==> src/rtl/cpu_pkg.sv <==
// Shared datapath types: bus/MAR select encodings,
// ALU opcodes and CCR bit positions.
package cpu_pkg;

  typedef enum logic [1:0] {
    B1_PC   = 2'd0,
    B1_REG  = 2'd1,
    B1_SP   = 2'd2,
    B1_ZERO = 2'd3
  } bus1_sel_e;

  typedef enum logic [1:0] {
    B2_ALU  = 2'd0,
    B2_BUS1 = 2'd1,
    B2_MEM  = 2'd2,
    B2_ZERO = 2'd3
  } bus2_sel_e;

  typedef enum logic {
    MAR_BUS2 = 1'b0,
    MAR_SP   = 1'b1
  } mar_sel_e;

  localparam logic [3:0] ALU_ADD    = 4'd0;
  localparam logic [3:0] ALU_SUB    = 4'd1;
  localparam logic [3:0] ALU_AND    = 4'd2;
  localparam logic [3:0] ALU_OR     = 4'd3;
  localparam logic [3:0] ALU_XOR    = 4'd4;
  localparam logic [3:0] ALU_NOT    = 4'd5;
  localparam logic [3:0] ALU_SHL    = 4'd6;
  localparam logic [3:0] ALU_SHR    = 4'd7;
  localparam logic [3:0] ALU_PASS_B = 4'd8;

  localparam int CCR_N = 3;
  localparam int CCR_Z = 2;
  localparam int CCR_V = 1;
  localparam int CCR_C = 0;

endpackage

==> src/rtl/datapath_param_if.sv <==
// Memory-side bus of the datapath: address and
// write data out, read data in.
interface datapath_param_if #(
  parameter int DATA_W = 8,
  parameter int ADDR_W = 8
) ();
  logic [ADDR_W-1:0] address;
  logic [DATA_W-1:0] to_memory;
  logic [DATA_W-1:0] from_memory;

  modport master (
    output address,
    output to_memory,
    input  from_memory
  );

  modport slave (
    input  address,
    input  to_memory,
    output from_memory
  );
endinterface

==> src/rtl/datapath_param_alu.sv <==
// Combinational ALU; flags returned as {N,Z,V,C},
// with V and C taken at the top data bit.
module alu_param
  import cpu_pkg::*;
#(
  parameter int DATA_W = 8
) (
  input  logic [DATA_W-1:0] a,
  input  logic [DATA_W-1:0] b,
  input  logic [3:0]        op,
  output logic [DATA_W-1:0] result,
  output logic [3:0]        flags
);
  localparam int M = DATA_W - 1;

  logic [DATA_W:0] sum;
  logic [DATA_W:0] diff;
  logic            v;
  logic            c;

  always_comb begin
    sum    = {1'b0, a} + {1'b0, b};
    diff   = {1'b0, a} - {1'b0, b};
    result = a;
    v      = 1'b0;
    c      = 1'b0;
    case (op)
      ALU_ADD: begin
        result = sum[M:0];
        c      = sum[DATA_W];
        v      = (a[M] == b[M]) && (result[M] != a[M]);
      end
      ALU_SUB: begin
        result = diff[M:0];
        c      = diff[DATA_W];
        v      = (a[M] != b[M]) && (result[M] != a[M]);
      end
      ALU_AND:    result = a & b;
      ALU_OR:     result = a | b;
      ALU_XOR:    result = a ^ b;
      ALU_NOT:    result = ~a;
      ALU_SHL: begin
        result = {a[M-1:0], 1'b0};
        c      = a[M];
      end
      ALU_SHR: begin
        result = {1'b0, a[M:1]};
        c      = a[0];
      end
      ALU_PASS_B: result = b;
      default:    result = a;
    endcase
    flags[CCR_N] = result[M];
    flags[CCR_Z] = (result == '0);
    flags[CCR_V] = v;
    flags[CCR_C] = c;
  end
endmodule

==> src/rtl/datapath_param.sv <==
// Parametrised CPU datapath: register file, PC,
// MAR, IR, SP with sticky fault, masked CCR.
module datapath_param
  import cpu_pkg::*;
#(
  parameter int DATA_W   = 8,
  parameter int ADDR_W   = 8,
  parameter int NUM_REGS = 4,
  parameter logic [ADDR_W-1:0] SP_INIT = '1
) (
  input  logic                        clk,
  input  logic                        reset,
  input  logic                        ir_load,
  output logic [DATA_W-1:0]           ir,
  input  logic                        mar_load,
  input  logic                        mar_sel,
  input  logic                        pc_load,
  input  logic                        pc_inc,
  input  logic                        reg_load,
  input  logic [$clog2(NUM_REGS)-1:0] reg_wsel,
  input  logic [$clog2(NUM_REGS)-1:0] reg_rsel,
  input  logic [$clog2(NUM_REGS)-1:0] alu_b_sel,
  input  logic [1:0]                  bus1_sel,
  input  logic [1:0]                  bus2_sel,
  input  logic [3:0]                  alu_sel,
  input  logic [3:0]                  ccr_load_mask,
  output logic [3:0]                  ccr_result,
  input  logic                        sp_push,
  input  logic                        sp_pop,
  input  logic                        stack_fault_clr,
  output logic                        stack_fault,
  datapath_param_if.master            mem
);
  logic [DATA_W-1:0] ir_q, ir_d;
  logic [ADDR_W-1:0] mar_q, mar_d;
  logic [ADDR_W-1:0] pc_q, pc_d;
  logic [ADDR_W-1:0] sp_q, sp_d;
  logic [3:0]        ccr_q, ccr_d;
  logic              fault_q, fault_d;
  logic [DATA_W-1:0] regs_q [NUM_REGS];
  logic [DATA_W-1:0] regs_d [NUM_REGS];

  logic [DATA_W-1:0] bus1, bus2;
  logic [DATA_W-1:0] alu_res;
  logic [3:0]        alu_flags;
  logic              fault_set;
  bus1_sel_e         b1;
  bus2_sel_e         b2;

  assign b1 = bus1_sel_e'(bus1_sel);
  assign b2 = bus2_sel_e'(bus2_sel);

  alu_param #(.DATA_W(DATA_W)) u_alu (
    .a      (bus1),
    .b      (regs_q[alu_b_sel]),
    .op     (alu_sel),
    .result (alu_res),
    .flags  (alu_flags)
  );

  always_comb begin
    bus1 = '0;
    unique case (b1)
      B1_PC:   bus1 = DATA_W'(pc_q);
      B1_REG:  bus1 = regs_q[reg_rsel];
      B1_SP:   bus1 = DATA_W'(sp_q);
      B1_ZERO: bus1 = '0;
    endcase
    bus2 = '0;
    unique case (b2)
      B2_ALU:  bus2 = alu_res;
      B2_BUS1: bus2 = bus1;
      B2_MEM:  bus2 = mem.from_memory;
      B2_ZERO: bus2 = '0;
    endcase
  end

  always_comb begin
    ir_d  = ir_load ? bus2 : ir_q;
    pc_d  = pc_q;
    if (pc_load)     pc_d = ADDR_W'(bus2);
    else if (pc_inc) pc_d = pc_q + 1'b1;
    mar_d = mar_q;
    if (mar_load)
      mar_d = (mar_sel_e'(mar_sel) == MAR_SP)
            ? sp_q : ADDR_W'(bus2);
    regs_d = regs_q;
    if (reg_load) regs_d[reg_wsel] = bus2;
    for (int i = 0; i < 4; i++)
      ccr_d[i] = ccr_load_mask[i] ? alu_flags[i] : ccr_q[i];
  end

  // Boundary moves are refused and latch the fault instead.
  always_comb begin
    sp_d      = sp_q;
    fault_set = 1'b0;
    if (sp_push && !sp_pop) begin
      if (sp_q == '0) fault_set = 1'b1;
      else            sp_d      = sp_q - 1'b1;
    end else if (sp_pop && !sp_push) begin
      if (sp_q == SP_INIT) fault_set = 1'b1;
      else                 sp_d      = sp_q + 1'b1;
    end
    fault_d = fault_set | (fault_q & ~stack_fault_clr);
  end

  always_ff @(posedge clk or negedge reset) begin
    if (!reset) begin
      ir_q    <= '0;
      mar_q   <= '0;
      pc_q    <= '0;
      sp_q    <= SP_INIT;
      ccr_q   <= '0;
      fault_q <= 1'b0;
      for (int i = 0; i < NUM_REGS; i++)
        regs_q[i] <= '0;
    end else begin
      ir_q    <= ir_d;
      mar_q   <= mar_d;
      pc_q    <= pc_d;
      sp_q    <= sp_d;
      ccr_q   <= ccr_d;
      fault_q <= fault_d;
      regs_q  <= regs_d;
    end
  end

  assign ir            = ir_q;
  assign ccr_result    = ccr_q;
  assign stack_fault   = fault_q;
  assign mem.address   = mar_q;
  assign mem.to_memory = bus1;
endmodule

==> src/flat_wrapper.sv <==
// flat-port wrapper written by rule: the top's interface ports become plain ports
module datapath_param_flat import cpu_pkg::*;
#(
  parameter int DATA_W   = 8,
  parameter int ADDR_W   = 8,
  parameter int NUM_REGS = 4,
  parameter logic [ADDR_W-1:0] SP_INIT = '1
)
  (clk, reset, ir_load, ir, mar_load, mar_sel, pc_load, pc_inc, reg_load, reg_wsel, reg_rsel, alu_b_sel, bus1_sel, bus2_sel, alu_sel, ccr_load_mask, ccr_result, sp_push, sp_pop, stack_fault_clr, stack_fault, mem_address, mem_to_memory, mem_from_memory);
  datapath_param_if #(.DATA_W(DATA_W), .ADDR_W(ADDR_W)) mem_i ();
  input  logic clk;
  input  logic reset;
  input  logic ir_load;
  output logic [DATA_W-1:0] ir;
  input  logic mar_load;
  input  logic mar_sel;
  input  logic pc_load;
  input  logic pc_inc;
  input  logic reg_load;
  input  logic [$clog2(NUM_REGS)-1:0] reg_wsel;
  input  logic [$clog2(NUM_REGS)-1:0] reg_rsel;
  input  logic [$clog2(NUM_REGS)-1:0] alu_b_sel;
  input  logic [1:0] bus1_sel;
  input  logic [1:0] bus2_sel;
  input  logic [3:0] alu_sel;
  input  logic [3:0] ccr_load_mask;
  output logic [3:0] ccr_result;
  input  logic sp_push;
  input  logic sp_pop;
  input  logic stack_fault_clr;
  output logic stack_fault;
  output wire logic [$bits(mem_i.address)-1:0] mem_address;
  output wire logic [$bits(mem_i.to_memory)-1:0] mem_to_memory;
  input wire logic [$bits(mem_i.from_memory)-1:0] mem_from_memory;
  assign mem_address = mem_i.address;
  assign mem_to_memory = mem_i.to_memory;
  assign mem_i.from_memory = mem_from_memory;
  datapath_param #(.DATA_W(DATA_W), .ADDR_W(ADDR_W), .NUM_REGS(NUM_REGS), .SP_INIT(SP_INIT)) u_core (.clk(clk), .reset(reset), .ir_load(ir_load), .ir(ir), .mar_load(mar_load), .mar_sel(mar_sel), .pc_load(pc_load), .pc_inc(pc_inc), .reg_load(reg_load), .reg_wsel(reg_wsel), .reg_rsel(reg_rsel), .alu_b_sel(alu_b_sel), .bus1_sel(bus1_sel), .bus2_sel(bus2_sel), .alu_sel(alu_sel), .ccr_load_mask(ccr_load_mask), .ccr_result(ccr_result), .sp_push(sp_push), .sp_pop(sp_pop), .stack_fault_clr(stack_fault_clr), .stack_fault(stack_fault), .mem(mem_i));
endmodule
==> config.mk <==
export PLATFORM = sky130hd
export DESIGN_NAME = datapath_param_flat
export DESIGN_NICKNAME = d
export VERILOG_FILES = /design/src/rtl/cpu_pkg.sv /design/src/rtl/datapath_param_if.sv /design/src/rtl/datapath_param_alu.sv /design/src/rtl/datapath_param.sv /design/src/flat_wrapper.sv
export SDC_FILE = /design/constraint.sdc
export NUM_CORES = 1
export LEC_CHECK = 0
export CAP_MARGIN = 5
export CORE_UTILIZATION = 23
export DETAILED_ROUTE_END_ITERATION = 7
export PLACE_DENSITY = 0.4
export SYNTH_ARGS = -nofsm -noshare
export SYNTH_HDL_FRONTEND = slang
export SYNTH_SLANG_ARGS = --single-unit
==> constraint.sdc <==
create_clock -name clk -period 4.7 [get_ports clk]
set_clock_uncertainty 0.15 [all_clocks]
set_input_delay 0.705 -clock clk [delete_from_list [all_inputs] [get_ports clk]]
set_output_delay 0.705 -clock clk [all_outputs]
set_load 0.02 [all_outputs]
Word-level counts from Yosys, hierarchy flattened

Cells that the tools add are included.

Register bits after elaboration: 69
Bits of input ports: 37
Word-level logic and storage cells: 93

Add/sub/neg operators: 5
$lt $le $gt $ge: 4
Equal/unequal tests: 21
Multiplexer cells: 25
Bitwise logic cells: 10
Reductions and logical operators: 15

Operator list:

| operator              | number |
|---|---|
| $mux W8               | 12 |
| $pmux W8 S9           | 1 |
| $pmux W8 S4           | 2 |
| $bmux W8 S2           | 2 |
| $bwmux W32            | 1 |
| $add A8 B1 Y8 const B | 2 |
| $demux W8 S2          | 1 |
| $eq A4 B3 Y1 const B  | 4 |
| $logic_not A8 Y1      | 2 |
| $add A8 B8 Y9         | 1 |
| $ge A3 B3 Y1 const B  | 3 |
| $not A2 Y3            | 3 |
| $sub A8 B8 Y9         | 1 |
| $and A8 B8 Y8         | 1 |
| $eq A2 B2 Y1 const B  | 4 |
| $eq A4 B2 Y1 const B  | 2 |
| $eq A8 B8 Y1 const B  | 1 |
| $not A8 Y8            | 1 |
| $or A8 B8 Y8          | 1 |
| $sub A8 B1 Y8 const B | 1 |
| $xor A8 B8 Y8         | 1 |
| $logic_and A1 B1 Y1   | 5 |
| $eq A2 B1 Y1 const B  | 2 |
| $eq A4 B1 Y1 const B  | 1 |
| other kinds (17)      | 25 |

Longest topological paths before layout

Gate-level depths: netlist (run 1).

Depth in word-level cells: 9
Mapped depth: 16
Mapped depth without buffers: 14

Modules after synthesis

Synthesis (run 1) repeated with hierarchy kept, for this count alone.

Cell total of the unflattened synthesis: 626
Area total of the unflattened synthesis: 5570.3 um2

By module, submodules not included:

| module         | times used | cells an instance | area each (um2) | sequential area each (um2) |
|---|---|---|---|---|
| datapath_param | 1          | 375               | 3892.5          | 1736.7 |
| alu_param      | 1          | 251               | 1677.9          | 0.0 |

Worst setup path after synthesis (run 1)

OpenSTA, ideal clock, no wires.

Path type: input-to-reg
Start: input port reg_rsel[0]
End: register u_core.mar_q[4] (netlist: u_core.mem.address[4])
Data arrival time: 4.333 ns
Data required time: 4.425 ns
Setup slack: 0.093 ns
Cell stages on the path: 14
Path buffers: 1
Cell sequence: buf_6 > mux4_1 > mux2_2 > o21ai_2 > inv_1 > ha_1 > fa_1 > a31o_1 > a221o_1 > a221oi_1 > a22oi_1 > a221oi_2 > o21ai_1 > mux2_2

Longest elaborated chain between the ends: 9
Elaborated cells on any way between the ends: 14
Those cells by class: 2 x add/sub; 7 x mux; 5 x bitwise

RTL lines:

| element                                               | RTL line                                           | source |
|---|---|---|
| from (decl)                                           | flat_wrapper.sv:21                                 | `input logic [$clog2(NUM_REGS)-1:0] reg_rsel;` |
| $not A2 Y3 (implied by the code) *                    | datapath_param.sv:65                               | `B1_REG: bus1 = regs_q[reg_rsel];` |
| $bmux W8 S2 *                                         | datapath_param.sv:65                               |  |
| $mux W8 (implied by the code) * (2 in series)         | datapath_param.sv:65                               |  |
| $pmux W8 S4 *                                         | datapath_param.sv:63                               | `unique case (b1)` |
| via mem_to_memory[0]                                  | flat_wrapper.sv:33                                 | `output wire logic [$bits(mem_i.to_memory)-1:0] mem_to_memory;` |
| $sub A8 B8 Y9 / $add A8 B8 Y9 (equally long branches) | datapath_param_alu.sv:23, datapath_param_alu.sv:22 |  |
| $pmux W8 S9 *                                         | datapath_param_alu.sv:27                           | `case (op)` |
| $pmux W8 S4 *                                         | datapath_param.sv:70                               | `unique case (b2)` |
| $mux W8 *                                             | datapath_param.sv:86                               | `? sp_q : ADDR_W'(bus2);` |
| to (signal assigned)                                  | datapath_param.sv:119                              | `mar_q <= mar_d;` |
| to (decl)                                             | datapath_param.sv:35                               | `logic [ADDR_W-1:0] mar_q, mar_d;` |

The timed path passes the listed nets; every way through them passes the cells marked *. The select of a mux whose other input is x is not followed.
A chain may end at the register's enable or synchronous reset.

Worst setup path after layout (run 1)

Start: input port reg_rsel[1]
End: register u_core.mar_q[3] (netlist: u_core.mem.address[3])

Longest elaborated chain between the ends: 9
Elaborated cells on any way between the ends: 14
Those cells by class: 2 x add/sub; 7 x mux; 5 x bitwise

RTL lines:

| element                                       | RTL line                 | source |
|---|---|---|
| $not A2 Y3 (implied by the code) *            | datapath_param.sv:65     |  |
| $bmux W8 S2 *                                 | datapath_param.sv:65     |  |
| $mux W8 (implied by the code) * (2 in series) | datapath_param.sv:65     |  |
| $pmux W8 S4 *                                 | datapath_param.sv:63     |  |
| $sub A8 B8 Y9 (tied with other cells)         | datapath_param_alu.sv:23 | `diff = {1'b0, a} - {1'b0, b};` |
| $pmux W8 S9                                   | datapath_param_alu.sv:27 |  |
| $pmux W8 S4 *                                 | datapath_param.sv:70     |  |
| $mux W8 *                                     | datapath_param.sv:86     |  |

Every way passes the cells marked *; elsewhere a longest branch is shown, timed or not. The select of a mux whose other input is x is not followed.

==> out/metrics.csv, run 1 <==
metric,value,unit
worstSetupPathType,in2reg,
synth_top_family_by_area,compound AO/OA/AOI/OAI gates,
netlist.area_leader.share,0.2883,
grt_max_degree,43,
placement.io_buffers,65,
drcViolationCount,0,
cp-start-kind,input port,
routedWlPerCell,18.67,um
rows,55,
core,0.02257,mm^2
synth_fa_ha_area_frac,0.08461,
nNetsFinal,791,
status,finished clean,
layout_common_cells,"buf_4 (74), nor2_1 (67), clkdlybuf4s50_1 (63)",
hp-class,reg2reg,
place_hpwl,14710,um
ys_warn_count,0,
synth_area_leaders,"dfrtp_1 (29%), ha_1 (7.3%), a21oi_1 (4.8%), nor2_1 (4.8%), mux2i_1 (4.5%)",
cts_made_buffers,9,
synth_cell_types,73,
cts_sinks,69,
cp_max_fo,3,
slew_headroom,0.2914,
die_area,0.02363,mm^2
finalSetupViolCount,0,
grt-ovfl-total,0,
netlist.top_cell.by_area,dfrtp_1,
synth-compound-area-share,0.2328,
period_minus_slack,4.458,ns
arrival,4.53,ns
route.antenna.remaining_nets,0,
die_h,153.7,um
ff_latch_area,0.001737,mm^2
synthMuxAreaShare,0.09927,
n_antenna_cell,0,
fin_ws,0.2422,ns
cts_tree,done,
post-route-period-util,0.9485,
cts.path.max_buffers,2,
leakage,0.003027,uW
final_common_cell,buf_4,
synthSimpleGateAreaFrac,0.1680,
synth_seq_area_share,0.3281,
grt_antenna_before_repair,0,
postLayoutCellArea,0.007057,mm^2
num-fill-cells,2371,
multi_input_area,0.003292,mm^2
synth_seq_cells,69,
rsz0062_at_grt,false,
syn2layout_area_growth,33.30,%
root_buffer,clkbuf_16,
worstMarginPinSlew,1.058,ns
track_usage,0.1624,
cp-end-kind,flop,
drv_slew,0,
cts.hold.buffers_added,0,
required,4.78,ns
synthArstFlopShare,1.000,
drt_pass1_iterations,4,
via_per_inst,4.979,
htreeDepth,3,
clk_latency,0.34,ns
p_per_area,441.3,mW/mm^2
synth_ff_type,dfrtp_1,
synth_xor_area_frac,0.03309,
grt_pass1_wl,29230,um
path_clk_slew,0.06,ns
hold_viol_final,0,
tns,0,ns
drtIter0Drc,368,
synth_area,0.005294,mm^2
vdd_ir_drop_max,0.0001845,V
drive_gt1_frac,0.1917,
max_cap_viol_count,0,
io-pin-count,66,
first_global_vias,5056,
cts_setup_buffers,0,
start_util,0.2345,
place.gp.congestion,0.9043,
wirelength,18850,um
synth_nets,673,
total_power,3114,uW
place_ws,-0.3797,ns
synth-edff-count,0,
postSynthAreaPerCell,8.794,um^2
netlist_instances,602,
die_w,153.7,um
placed_cell_area,0.006725,mm^2
route.vias.total,5029,
max_freq,0.2243,GHz
-- critical path, cell delays in order --
cell and delay, ns:
clkdlybuf4s50_1 0.45, buf_4 0.17, or3b_1 0.36, o22ai_1 0.17, nor2_1 0.10, buf_4 0.16, buf_4 0.14, ha_1 0.33
o21bai_1 0.27, a21oi_1 0.13, mux2i_1 0.14, a2111oi_2 0.36, a32oi_1 0.25, a221oi_2 0.26, buf_4 0.18, o21ai_1 0.06
mux2_2 0.27
-- registers in the layout, indices dropped and copies added, names as in the netlist --
signal,flops
u_core.regs_q,32
u_core.mem.address,8
u_core.ccr_result,4
u_core.sp_q,8
u_core.pc_q,8
u_core.stack_fault,1
u_core.ir,8
-- cells in the mapped netlist, types with 8 or more instances --
cell,number
xnor2_1,14
nand2b_1,12
nor2b_1,14
mux4_2,9
o22ai_1,9
inv_1,31
nor2_1,67
clkbuf_1,19
mux2i_1,24
o21ai_0,41
dfrtp_1,61
ha_1,31
nand2_1,51
buf_2,10
nand4_1,9
a21oi_1,51
o21ai_1,9
dfstp_2,8
-- kinds of logic after synthesis --
group                    count (synthesis)
adder cells (fa/ha/maj)                 34
XOR/XNOR                                20
flip-flops                              69
multiplexers                            39
AO/OA/AOI/OAI                          186
buffers and inverters                   67
AND/OR/NAND/NOR                        187
-- metrics by stage --
stage	util	hold slack [ns]	std cells
after global routing	0.3126	0.3946	1010
after global placement	0.2979	0.3321	994
after detailed placement	0.2979	0.3436	994
after CTS	0.3116	0.3564	1010
after floorplan	-	0.2594	602
final	0.3126	0.3503	1010
-- power breakdown --
part	switching [uW]	internal [uW]	leakage (uW)	total (uW)
clock	254	440	0.000142	694
sequential	160	762	0.000835	923
combinational	790	708	0.00205	1500
total	1200	1910	0.00303	3110
-- per-layer routing --
metal / vias to the layer above / GRT usage / routed length (um)
li1: 2423 / - / -
met4: 0 / 0.05952 / 456
met5: - / 0 / 0
met2: 144 / 0.2667 / 8883
met1: 2436 / 0.2187 / 8784
met3: 26 / 0.01888 / 727
-- cell type report --
type / instances / share of cell area
clock buffers: 13 / 0.03688
inverters: 32 / 0.01702
multi-input cells: 466 / 0.4665
well taps: 285 / 0.05053
repair buffers: 142 / 0.1766
clock inverters: 3 / 0.006383
flip-flops and latches: 69 / 0.2461
-- final timing paths --
kind / slack (ns) / start / cells past startpoint / end
worst max-delay path: 0.24 / reg_rsel[1] / 17 / u_core.mem.address[3]$_DFFE_PN0P_
worst min-delay path: 0.35 / u_core.regs_q[4]$_DFFE_PN0P_ / 2 / u_core.regs_q[4]$_DFFE_PN0P_
worst max register to register: 0.61 / u_core.regs_q[0]$_DFFE_PN0P_ / 13 / u_core.ccr_result[2]$_DFFE_PN0P_
worst min register to register: 0.35 / u_core.regs_q[4]$_DFFE_PN0P_ / 2 / u_core.regs_q[4]$_DFFE_PN0P_
max in group asynchronous: 3.04 / reset / 2 / u_core.regs_q[13]$_DFFE_PN0P_
min in group asynchronous: 0.39 / reset / 1 / u_core.ir[0]$_DFFE_PN0P_
-- what timing repair did --
| item | 4_1_cts | 5_1_grt |
|---|---|---|
| setup endpoints to repair | 7 | 27 |
| pin swaps | 0 | 1 |
| cloned | 0 | 0 |
| resized for setup | 2 | 6 |
| hold endpoints to repair | 0 | 0 |
(Power assumes the default switching activity.)
==> run 2: changes to the inputs <==
SKIP_CTS_REPAIR_TIMING = 1   (was default)
==> run 2 against run 1 <==
  * First-iteration DRC count is 5.2% higher
  * Die area is the same
  * Global-route usage is essentially flat
  * Utilization unchanged
  * Hold slack unchanged
  * Highest routed layer unchanged
  * Power is essentially flat
==> out/metrics.csv, run 2 (same netlist as run 1, synthesis figures left out) <==
metric,value,unit
cp-start-kind,input port,
placement.io_buffers,65,
largest_reg_flops,32,
drt_pass1_iterations,5,
root_buffer,clkbuf_16,
cts_tree,done,
switching_share,0.3862,
crit_top_cell,buf_4,
syn2layout_area_growth,33.30,%
cts_made_buffers,9,
worstMarginPinSlew,1.060,ns
routedWlPerCell,18.64,um
status,finished clean,
postLayoutCellArea,0.007057,mm^2
intPower,1910,uW
required,4.78,ns
period_minus_slack,4.490,ns
num-fill-cells,2371,
start_util,0.2345,
arrival,4.57,ns
cts.path.max_buffers,2,
htreeDepth,3,
path_clk_slew,0.06,ns
clkPwrFrac,0.223,
max_stage_delay,0.45,ns
vdd_ir_drop_max,0.0001845,V
grt_max_degree,43,
combPwrFrac,0.481,
rsz0062_at_grt,false,
slew_headroom,0.2901,
ff_latch_area,0.001737,mm^2
via_per_inst,4.972,
n_antenna_cell,0,
drive_gt1_frac,0.1917,
worstRegToRegCells,13,
max_freq,0.2227,GHz
route.antenna.remaining_nets,0,
die_area,0.02363,mm^2
post-route-period-util,0.9553,
multi_input_area,0.003292,mm^2
cp_max_fo,3,
drv_slew,0,
place.gp.congestion,0.9043,
rows,55,
wirelength,18820,um
grt_antenna_before_repair,0,
grt-ovfl-total,0,
hp-class,reg2reg,
track_usage,0.1620,
final_common_cell,buf_4,
worstSetupPathType,in2reg,
max_cap_viol_count,0,
drtIter0Drc,387,
die_w,153.7,um
total_power,3112,uW
clk_latency,0.34,ns
p_switching,1202,uW
route.vias.total,5022,
place_ws,-0.3797,ns
leakage,0.003027,uW
critPathSlowestCell,clkdlybuf4s50_1,
drcViolationCount,0,
core,0.02257,mm^2
regMostFlops,u_core.regs_q,
die_h,153.7,um
grt_pass1_wl,29190,um
cts_sinks,69,
p_per_area,441.0,mW/mm^2
crit_chain,clkdlybuf4s50_1 -> buf_4 -> or3b_1 -> o22ai_1 -> nor2_1 -> buf_4 -> buf_4 -> ha_1 -> o21bai_1 -> a21oi_1 -> mux2i_1 -> a2111oi_2 -> a32oi_1 -> a221oi_2 -> buf_4 -> o21ai_1 -> mux2_2,
hold_viol_final,0,
io-pin-count,66,
finalSetupViolCount,0,
first_global_vias,5064,
cp-end-kind,flop,
holdPathStages,2,
fin_ws,0.2103,ns
hold_slack,0.3503,ns
place_hpwl,14710,um
placed_cell_area,0.006725,mm^2
p_seq_frac,0.296,
layout_common_cells,"buf_4 (74), nor2_1 (67), clkdlybuf4s50_1 (63)",
nNetsFinal,791,
==> run 2: cell counts in the layout (fill, tap and decap cells not counted) <==
Identical to the previous run, type by type.
==> run 2: final timing paths <==
path | startpoint | to | slack [ns]
min in group asynchronous | reset | u_core.ir[0]$_DFFE_PN0P_ | 0.39
max reg2reg | u_core.regs_q[0]$_DFFE_PN0P_ | u_core.ccr_result[2]$_DFFE_PN0P_ | 0.61
max in group asynchronous | reset | u_core.regs_q[13]$_DFFE_PN0P_ | 3.04
min | u_core.regs_q[4]$_DFFE_PN0P_ | u_core.regs_q[4]$_DFFE_PN0P_ | 0.35
max | reg_rsel[1] | u_core.mem.address[3]$_DFFE_PN0P_ | 0.21
min reg2reg | u_core.regs_q[4]$_DFFE_PN0P_ | u_core.regs_q[4]$_DFFE_PN0P_ | 0.35
==> run 2: routing by layer <==
metal	global-route usage	up-vias	share of wire
met3	0.01917	23	0.046
li1	-	2423	-
met1	0.2187	2416	0.46
met4	0.06143	0	0.023
met5	0	-	0
met2	0.2643	160	0.47
==> run 2: power groups by stage <==
| stage | clock [uW] | sequential [uW] | combinational (uW) |
|---|---|---|---|
| final | 694 | 923 | 1500 |
| after global routing | 741 | 942 | 1640 |
| after CTS | 717 | 922 | 1490 |
| after detailed placement | 0 | 930 | 1480 |
| after global placement | 0 | 930 | 1470 |
| after floorplan | 0 | 909 | 840 |
==> run 2: layout make-up <==
type | count | share of cell area
Multi-Input combinational cell | 466 | 0.4665
Tap cell | 285 | 0.05053
Timing Repair Buffer | 142 | 0.1766
Clock buffer | 13 | 0.03688
Clock inverter | 3 | 0.006383
Sequential cell | 69 | 0.2461
Inverter | 32 | 0.01702
==> run 2: critical path: cells and delay by family <==
kind	cells	cell delay (ns)
AO/OA/AOI/OAI	7	1.54
buffers and inverters	5	1.10
multiplexers	2	0.41
AND/OR/NAND/NOR	2	0.46
adder cells (fa/ha/maj)	1	0.33
==> run 2: metrics by stage <==
stage	utilization	TNS, ns	instances
finish	0.3126	0	1010
global route	0.3126	0	1010
CTS	0.3115	-0.1364	1010
detailed placement	0.2979	-6.124	994
global placement	0.2979	-5.976	994
floorplan	-	0	602
==> run 3: changes to the inputs <==
CTS_BUF_LIST = sky130_fd_sc_hd__clkbuf_2   (was default)
TNS_END_PERCENT = 20   (was default)
==> run 3 against run 2 <==
  * Die area unchanged
  * Worst setup slack worse by 0.12 ns
  * Via count down 0.72%
  * Global-route usage about the same
  * Combinational power about the same
  * Sequential power about the same
  * Clock power down 51%
  * Sequential share of layout area up 0.81 points
  * Register-to-register slack worse by 0.17 ns
  * First-iteration DRC count down 7.8%
  * Critical endpoint is now u_core.ccr_result[2]$_DFFE_PN0P_
  * Highest routed layer unchanged
==> out/metrics.csv, run 3 (same netlist as run 1, synthesis figures left out) <==
metric,value,unit
status,finished clean,
cp-end-kind,flop,
required,4.94,ns
track_usage,0.1618,
worstSetupPathType,in2reg,
num-fill-cells,2404,
htreeDepth,3,
placement.io_buffers,65,
rsz0062_at_grt,false,
via_per_inst,4.937,
layout_common_cells,"buf_4 (76), nor2_1 (67), clkdlybuf4s50_1 (64)",
cts.path.max_buffers,2,
n_antenna_cell,0,
period_minus_slack,4.609,ns
place.gp.congestion,0.9043,
cts_made_buffers,9,
critPathSlowestCell,mux4_1,
wirelength,18760,um
place_hpwl,14710,um
route.antenna.remaining_nets,0,
grt_antenna_before_repair,0,
tns,0,ns
start_util,0.2345,
vdd_ir_drop_max,0.0001475,V
p_per_area,401.9,mW/mm^2
regMostFlops,u_core.regs_q,
grt_pass1_wl,29260,um
clk_latency,0.50,ns
routedWlPerCell,18.58,um
post-route-period-util,0.9806,
max_cap_viol_count,0,
total_power,2746,uW
crit_buf_inv,3,
max_stage_delay,0.59,ns
core,0.02257,mm^2
postLayoutCellArea,0.006833,mm^2
critical_path.top_delay_family,compound AO/OA/AOI/OAI gates,
placed_cell_area,0.006725,mm^2
leakage,0.002942,uW
cts_tree,done,
arrival,4.85,ns
cp-start-kind,input port,
io-pin-count,66,
largest_reg_flops,32,
drcViolationCount,0,
slew_headroom,0.2805,
cp_max_fo,3,
worstMarginPinSlew,1.079,ns
die_area,0.02363,mm^2
grt_max_degree,43,
syn2layout_area_growth,29.07,%
root_buffer,clkbuf_2,
hold_viol_final,0,
max_freq,0.2170,GHz
drtIter0Drc,357,
drive_gt1_frac,0.1876,
rows,55,
first_global_vias,5077,
finalSetupViolCount,0,
grt-ovfl-total,0,
drv_slew,0,
path_clk_slew,0.22,ns
route.vias.total,4986,
nNetsFinal,791,
cts_sinks,69,
drt_pass1_iterations,7,
die_h,153.7,um
hp-class,in2async,
crit_chain,clkdlybuf4s50_1 -> mux4_1 -> mux2_2 -> o21ai_2 -> inv_1 -> ha_1 -> fa_1 -> a31o_1 -> a31o_2 -> a221o_1 -> a2111oi_0 -> a21oi_1 -> buf_4 -> o41ai_2,
die_w,153.7,um
final_common_cell,buf_4,
==> run 3: cell types whose count changed in the layout (fill, tap and decap cells not counted), sizes merged <==
| cell | change |
|---|---|
| clkbuf | -2 |
| clkinv | +2 |
| clkdlybuf4s50 | +1 |
| dlymetal6s2s | -1 |
==> run 3: metrics by stage <==
stage | hold slack [ns] | utilization | instances | setup slack [ns]
3_3_place_gp | 0.3321 | 0.2979 | 994 | -0.3704
5_1_grt | 0.1589 | 0.3027 | 1010 | 0.01958
3_5_place_dp | 0.3436 | 0.2979 | 994 | -0.3797
2_1_floorplan | 0.2594 | - | 602 | 0.09270
4_1_cts | 0.1571 | 0.3027 | 1010 | 0.1528
6_report | 0.1757 | 0.3027 | 1010 | 0.09139
==> run 3: layer usage <==
metal  global-route usage  vias up  share of wire
li1                     -     2413              -
met1               0.2194     2399           0.47
met2               0.2636      147           0.47
met3              0.02001       27          0.042
met4              0.05810        0          0.025
met5                    0        -              0
==> run 3: layout make-up <==
cell class | instances | area [um^2] | share of cell area
Sequential cell | 69 | 1737 | 0.2542
Timing Repair Buffer | 142 | 1236 | 0.1809
Multi-Input combinational cell | 466 | 3276 | 0.4794
Inverter | 32 | 120.1 | 0.01758
Tap cell | 285 | 356.6 | 0.05219
Clock buffer | 11 | 55.05 | 0.008057
Clock inverter | 5 | 52.55 | 0.007691
==> run 3: final timing paths <==
| path | from | endpoint | slack, ns | depth (start not counted) |
|---|---|---|---|---|
| hold reg to reg | u_core.regs_q[4]$_DFFE_PN0P_ | u_core.regs_q[4]$_DFFE_PN0P_ | 0.37 | 2 |
| setup / recovery | reg_rsel[0] | u_core.ccr_result[2]$_DFFE_PN0P_ | 0.09 | 14 |
| setup reg to reg | u_core.regs_q[16]$_DFFE_PN0P_ | u_core.ccr_result[2]$_DFFE_PN0P_ | 0.44 | 13 |
| hold / removal | reset | u_core.mem.address[0]$_DFFE_PN0P_ | 0.18 | 1 |
| min in group clk | u_core.regs_q[4]$_DFFE_PN0P_ | u_core.regs_q[4]$_DFFE_PN0P_ | 0.37 | 2 |
| max in group asynchronous | reset | u_core.regs_q[29]$_DFFE_PN0P_ | 3.23 | 2 |
==> run 3: report_power, final <==
group	leakage, uW	internal [uW]	switching, uW	total [uW]
clock	0.0000633	124	218	341
combinational	0.00204	703	780	1480
sequential	0.000835	759	163	922
